$ cat src/rtl/gpio_control_wb_pkg.sv
// Shared definitions for the GPIO-control Wishbone initiator: FSM states,
// response status codes and the register map the sequencer tests target.
package gpio_control_wb_pkg;

   typedef enum logic [1:0] {
      IDLE = 2'd0,
      BUS  = 2'd1,
      RESP = 2'd2
   } state_t;

   localparam logic [1:0] ST_OK       = 2'b00;
   localparam logic [1:0] ST_TIMEOUT  = 2'b01;
   localparam logic [1:0] ST_MISALIGN = 2'b10;

   // GPIO-control slave register map (byte offsets from the slave base)
   localparam logic [31:0] GPIO_CTRL_BASE   = 32'h3000_0000;
   localparam logic [31:0] REG_ID_OFS       = 32'h0000_0000;
   localparam logic [31:0] REG_PIN_SEL_OFS  = 32'h0000_0004;
   localparam logic [31:0] REG_OEB_MUX_OFS  = 32'h0000_0008;
   localparam logic [31:0] REG_STATUS_OFS   = 32'h0000_000C;

endpackage

$ cat src/rtl/wb_timeout_counter.sv
// Saturating bus-timeout counter. MAX_CYCLES=0 disables expiry entirely.
module wb_timeout_counter #(
   parameter int MAX_CYCLES = 64
) (
   input  logic clk,
   input  logic rst,
   input  logic clear,
   input  logic enable,
   output logic expired
);

   localparam int W = (MAX_CYCLES < 1) ? 1 : $clog2(MAX_CYCLES + 1);
   localparam logic [W-1:0] TOP  = W'(MAX_CYCLES);
   localparam logic [W-1:0] LAST = (MAX_CYCLES == 0) ? '0 : W'(MAX_CYCLES - 1);

   logic [W-1:0] cnt;

   always_ff @(posedge clk) begin
      if (rst || clear) begin
         cnt <= '0;
      end else if (enable && (cnt != TOP)) begin
         cnt <= cnt + 1'b1;
      end
   end

   // Expiry fires while the last allowed wait cycle is in progress
   assign expired = (MAX_CYCLES != 0) && (cnt == LAST);

endmodule

$ cat src/rtl/gpio_control_wb_master.sv
// Wishbone classic initiator: one command in, one single read/write cycle on the
// bus, one response out, with a timeout guard against a slave that never acks.
module gpio_control_wb_master
   import gpio_control_wb_pkg::*;
#(
   parameter int TIMEOUT_CYCLES = 64,
   parameter int ADR_W          = 32,
   parameter int DAT_W          = 32
) (
   input  logic               wb_clk_i,
   input  logic               wb_rst_i,
   input  logic               cmd_valid_i,
   output logic               cmd_ready_o,
   input  logic               cmd_we_i,
   input  logic [ADR_W-1:0]   cmd_adr_i,
   input  logic [DAT_W-1:0]   cmd_dat_i,
   input  logic [DAT_W/8-1:0] cmd_sel_i,
   output logic               wbm_cyc_o,
   output logic               wbm_stb_o,
   output logic               wbm_we_o,
   output logic [ADR_W-1:0]   wbm_adr_o,
   output logic [DAT_W-1:0]   wbm_dat_o,
   output logic [DAT_W/8-1:0] wbm_sel_o,
   input  logic [DAT_W-1:0]   wbm_dat_i,
   input  logic               wbm_ack_i,
   output logic               rsp_valid_o,
   input  logic               rsp_ready_i,
   output logic [DAT_W-1:0]   rsp_dat_o,
   output logic [1:0]         rsp_status_o,
   output logic [1:0]         dbg_state_o
);

   // Handshakes: a transfer happens on a rising edge where valid and ready are both
   // high; valid never waits on ready, and payload is held stable while valid is high.

   state_t state;
   logic   cnt_clear;
   logic   cnt_en;
   logic   timed_out;

   assign cmd_ready_o = (state == IDLE);
   assign dbg_state_o = state;
   assign cnt_clear   = (state == IDLE);
   assign cnt_en      = (state == BUS) && !wbm_ack_i;

   wb_timeout_counter #(
      .MAX_CYCLES (TIMEOUT_CYCLES)
   ) u_timeout (
      .clk     (wb_clk_i),
      .rst     (wb_rst_i),
      .clear   (cnt_clear),
      .enable  (cnt_en),
      .expired (timed_out)
   );

   always_ff @(posedge wb_clk_i) begin
      if (wb_rst_i) begin
         state        <= IDLE;
         wbm_cyc_o    <= 1'b0;
         wbm_stb_o    <= 1'b0;
         wbm_we_o     <= 1'b0;
         wbm_adr_o    <= '0;
         wbm_dat_o    <= '0;
         wbm_sel_o    <= '0;
         rsp_valid_o  <= 1'b0;
         rsp_dat_o    <= '0;
         rsp_status_o <= ST_OK;
      end else begin
         case (state)
            IDLE: begin
               if (cmd_valid_i) begin
                  if (cmd_adr_i[1:0] != 2'b00) begin
                     // Misaligned: answer directly, the bus is never touched
                     rsp_valid_o  <= 1'b1;
                     rsp_dat_o    <= '0;
                     rsp_status_o <= ST_MISALIGN;
                     state        <= RESP;
                  end else begin
                     wbm_we_o  <= cmd_we_i;
                     wbm_adr_o <= cmd_adr_i;
                     wbm_dat_o <= cmd_dat_i;
                     wbm_sel_o <= cmd_sel_i;
                     wbm_cyc_o <= 1'b1;
                     wbm_stb_o <= 1'b1;
                     state     <= BUS;
                  end
               end
            end
            BUS: begin
               // Ack takes priority over a timeout expiring in the same cycle
               if (wbm_ack_i) begin
                  wbm_cyc_o    <= 1'b0;
                  wbm_stb_o    <= 1'b0;
                  rsp_valid_o  <= 1'b1;
                  rsp_dat_o    <= wbm_we_o ? '0 : wbm_dat_i;
                  rsp_status_o <= ST_OK;
                  state        <= RESP;
               end else if (timed_out) begin
                  wbm_cyc_o    <= 1'b0;
                  wbm_stb_o    <= 1'b0;
                  rsp_valid_o  <= 1'b1;
                  rsp_dat_o    <= '0;
                  rsp_status_o <= ST_TIMEOUT;
                  state        <= RESP;
               end
            end
            RESP: begin
               if (rsp_ready_i) begin
                  rsp_valid_o <= 1'b0;
                  state       <= IDLE;
               end
            end
            default: begin
               wbm_cyc_o   <= 1'b0;
               wbm_stb_o   <= 1'b0;
               rsp_valid_o <= 1'b0;
               state       <= IDLE;
            end
         endcase
      end
   end

endmodule

$ cat config.mk
export PLATFORM = sky130hd
export DESIGN_NAME = gpio_control_wb_master
export DESIGN_NICKNAME = d
export VERILOG_FILES = /design/src/rtl/gpio_control_wb_pkg.sv /design/src/rtl/wb_timeout_counter.sv /design/src/rtl/gpio_control_wb_master.sv
export SDC_FILE = /design/constraint.sdc
export NUM_CORES = 1
export LEC_CHECK = 0
export ABC_AREA = 1
export BUFFER_PORTS_ARGS = -buffer_cell sky130_fd_sc_hd__buf_2
export CAP_MARGIN = 30
export CORE_MARGIN = 2
export CORE_UTILIZATION = 40
export CTS_BUF_LIST = sky130_fd_sc_hd__clkbuf_16
export CTS_CLUSTER_DIAMETER = 150
export CTS_CLUSTER_SIZE = 30
export DETAILED_ROUTE_END_ITERATION = 16
export PLACE_DENSITY = 0.77
export SYNTH_ARGS = -nofsm -noshare
export SYNTH_HDL_FRONTEND = slang
export SYNTH_SLANG_ARGS = --single-unit
$ cat constraint.sdc
create_clock -name wb_clk_i -period 3.95 [get_ports wb_clk_i]
set_clock_uncertainty 0.05 [all_clocks]
set_input_delay 0.79 -clock wb_clk_i [delete_from_list [all_inputs] [get_ports wb_clk_i]]
set_output_delay 0.79 -clock wb_clk_i [all_outputs]
set_load 0.01 [all_outputs]
==> key figures <==
Setup path
  • Critical Path Max Stage Delay: 0.37 ns
  • Critical path buffers and inverters: 1
  • Crit-path cells: nor2_2, buf_2
  • Worst path arrival time: 1.21 ns
  • CP endpoint kind: output port
  • Crit path max fanout: 7
  • Crit path launch type: flop
  • Worst EP required: 3.11 ns
  • WS Path Type: reg -> out
  • Top delay family on crit path: flip-flops
  • Critical-path top delay cell: dfxtp_1
  • R2R setup slack: 2.10 ns

Floorplan
  • Die height: 107.0 um
  • Ports: 215
  • Row count: 37
  • Starting Density: 0.4113
  • DIE WIDTH: 107.0 um
  • Core Box Area: 10320 um^2
  • Die area: 11460 um^2

Timing
  • Slew HR: 0.5768
  • Max Clock Freq: 0.4882 GHz
  • Final count of hold timing violations: 0
  • Final Slew Violations: 0
  • RSZ-0062 raised after global routing: false
  • Setup_tns: 0 ns
  • Fin crit period: 2.048 ns
  • Period utilization: 0.5186
  • Setup Viol. Count Final: 0
  • Slew @ Worst Pin: 0.6341 ns

Yosys
  • Mapped Avg Cell Area: 7.735 um^2
  • Synthesized area: 4247 um^2
  • Primary FF master, synth: dfxtp_1
  • Yosys reg bits: 114
  • Fraction of registers with async set/reset: 0
  • Synth area leaders: dfxtp_1 (54%), a21oi_1 (13%), nand2_1 (8.5%), o21ai_0 (8.0%), inv_1 (7.8%)
  • Ys Warns: 0
  • Most frequent cells after synthesis: dfxtp_1 (114), a21oi_1 (112), nand2_1 (96)
  • Post-synth EDFFs: 0
  • Sequential area share after synthesis: 0.5374
  • Most common cell in the netlist: dfxtp_1
  • Area share of the largest cell type after synthesis: 0.5374
  • Netlist cell types: 18
  • Syn_nets: 657
  • Post-Synthesis Cells: 549
  • Post-synth top area cell: dfxtp_1

Pwr
  • Clock power share: 0.490
  • VDD IR-drop max: 0.2993 mV
  • Final Power: 2.887 mW
  • Switching power: 675.5 uW
  • Cell Pwr Density: 486.4 nW/um^2
  • Leak: 2.775 nW
  • Sequential Power Share: 0.423
  • Int Power: 2.211 mW
  • Combinational power share: 0.087
  • Net Sw Frac: 0.2340

Clock tree
  • Clk slew on worst S/H paths: 0.05 ns
  • Setup bufs post-CTS: 0
  • CTS buffer count: 17
  • CTS Hold Bufs: 0
  • CTS tree: yes
  • H-tree levels: 4
  • Sink Count: 114
  • Clk_lat worst skew: 0.39 ns
  • Clk root buf: clkbuf_16
  • Clock tree buffer depth: 2
  • CTS resizes: 0

GRT
  • Total grt overflow: 0
  • First-pass GRT wire length: 17530 um
  • Antenna violations before repair: 0
  • Vias in the first global route: 3770
  • Largest net degree at the start of global routing: 97
  • GRT Total Usage: 0.1888

Cells and area
  • Final Util: 0.5750
  • Fillers: 1004
  • Synthesis-to-layout area growth: 39.78%
  • # diodes: 0
  • Design Area, Final: 5936 um^2
  • Layout cells sized above 1: 0.3303
  • # nets final: 859

Placement
  • Hpwl dp: 7649 um
  • Post-DP Area: 5385 um^2
  • Routability cong.: 0.8145
  • IO buf count: 214

Route
  • Antenna viol nets, final: 0
  • DR iter-0 viols: 199
  • Vias: 4113
  • Total wire length: 10880 um
  • Drt first pass iters: 4
  • DRC: 0
  • DR WL/cell: 12.10 um
  • Via density: 4.575

Job
  • Number of max-cap violations: 0

Min path
  • Hold WC Path Type: reg -> reg

Status
  • Status: finished clean
-- sequential cells by signal, indices dropped and copies added, names as in the netlist --
| signal | cells |
|---|---|
| wbm_stb_o | 1 |
| rsp_dat_o | 32 |
| u_timeout.cnt | 7 |
| wbm_dat_o | 32 |
| wbm_sel_o | 4 |
| wbm_adr_o | 32 |
| rsp_valid_o | 1 |
| wbm_we_o | 1 |
| dbg_state_o | 2 |
| rsp_status_o | 2 |
-- per-stage QoR --
stage	cells	hold WS (ns)	worst slack, ns
global placement	867	0.3801	1.514
global route	899	0.4055	1.700
CTS	899	0.3907	1.869
floorplan	549	0.4177	2.185
detailed placement	868	0.3826	1.473
finish	899	0.3889	1.902
-- cells in the final DEF (no fill, tap or decap) --
master,count
nand2_2,1
dfxtp_1,114
clkinvlp_4,4
clkbuf_16,17
clkinv_1,3
ha_1,2
inv_1,89
o21ai_0,68
nor3_1,1
a21oi_1,112
nor2_2,3
buf_8,1
bufinv_16,2
clkinv_2,4
buf_2,214
xor2_1,2
buf_4,2
nand2_1,96
buf_12,1
nand4_1,3
inv_2,1
nand3_1,9
nor2_1,12
nand3_4,2
-- cell type report --
type | count | area [um^2] | area share
Timing Repair Buffer | 218 | 1121 | 0.1889
Tap cell | 136 | 170.2 | 0.02867
Multi-Input combinational cell | 311 | 1478 | 0.2489
Inverter | 89 | 334.1 | 0.05628
Clock inverter | 14 | 125.1 | 0.02108
Sequential cell | 114 | 2282 | 0.3845
Clock buffer | 17 | 425.4 | 0.07167
-- layer usage --
metal	share of wire	up-vias	wire length [um]	track usage
li1	-	2148	-	-
met1	0.44	1827	4775	0.2288
met2	0.48	122	5226	0.3083
met3	0.064	16	691	0.06140
met4	0.017	0	185	0.07699
met5	0	-	0	0
-- kinds of logic (layout without fill, tap and decap cells) --
group | after synthesis | after routing | share of synthesized area
AOI/OAI and AO/OA | 180 | 180 | 0.2121
xor gates and xnor gates | 2 | 2 | 0.004126
DFF | 114 | 114 | 0.5374
buffers and inverters | 124 | 338 | 0.1181
adders and majority gates | 2 | 2 | 0.005892
and+or+nand+nor | 127 | 127 | 0.1223
-- worst min-delay path: stages (launching register included) --
cell and delay (ns):
dfxtp_1 0.30, inv_1 0.04, a21oi_1 0.05
-- path summary, 6_finish.rpt --
path | start | endpoint | cells past startpoint
hold reg to reg | wbm_dat_o[25] | wbm_dat_o[25] | 2
setup / recovery | dbg_state_o[0] | cmd_ready_o | 2
hold / removal | wbm_dat_o[25] | wbm_dat_o[25] | 2
setup reg to reg | dbg_state_o[0] | wbm_dat_o[20] | 5
-- power by group through the flow --
stage	clock, mW	combinational [mW]	sequential (mW)
floorplan	0	0.115	1.27
global placement	0	0.252	1.24
detailed placement	0	0.254	1.24
CTS	1.45	0.255	1.22
global route	1.50	0.284	1.23
finish	1.41	0.253	1.22
No activity file was read; power rests on OpenSTA's default activity.
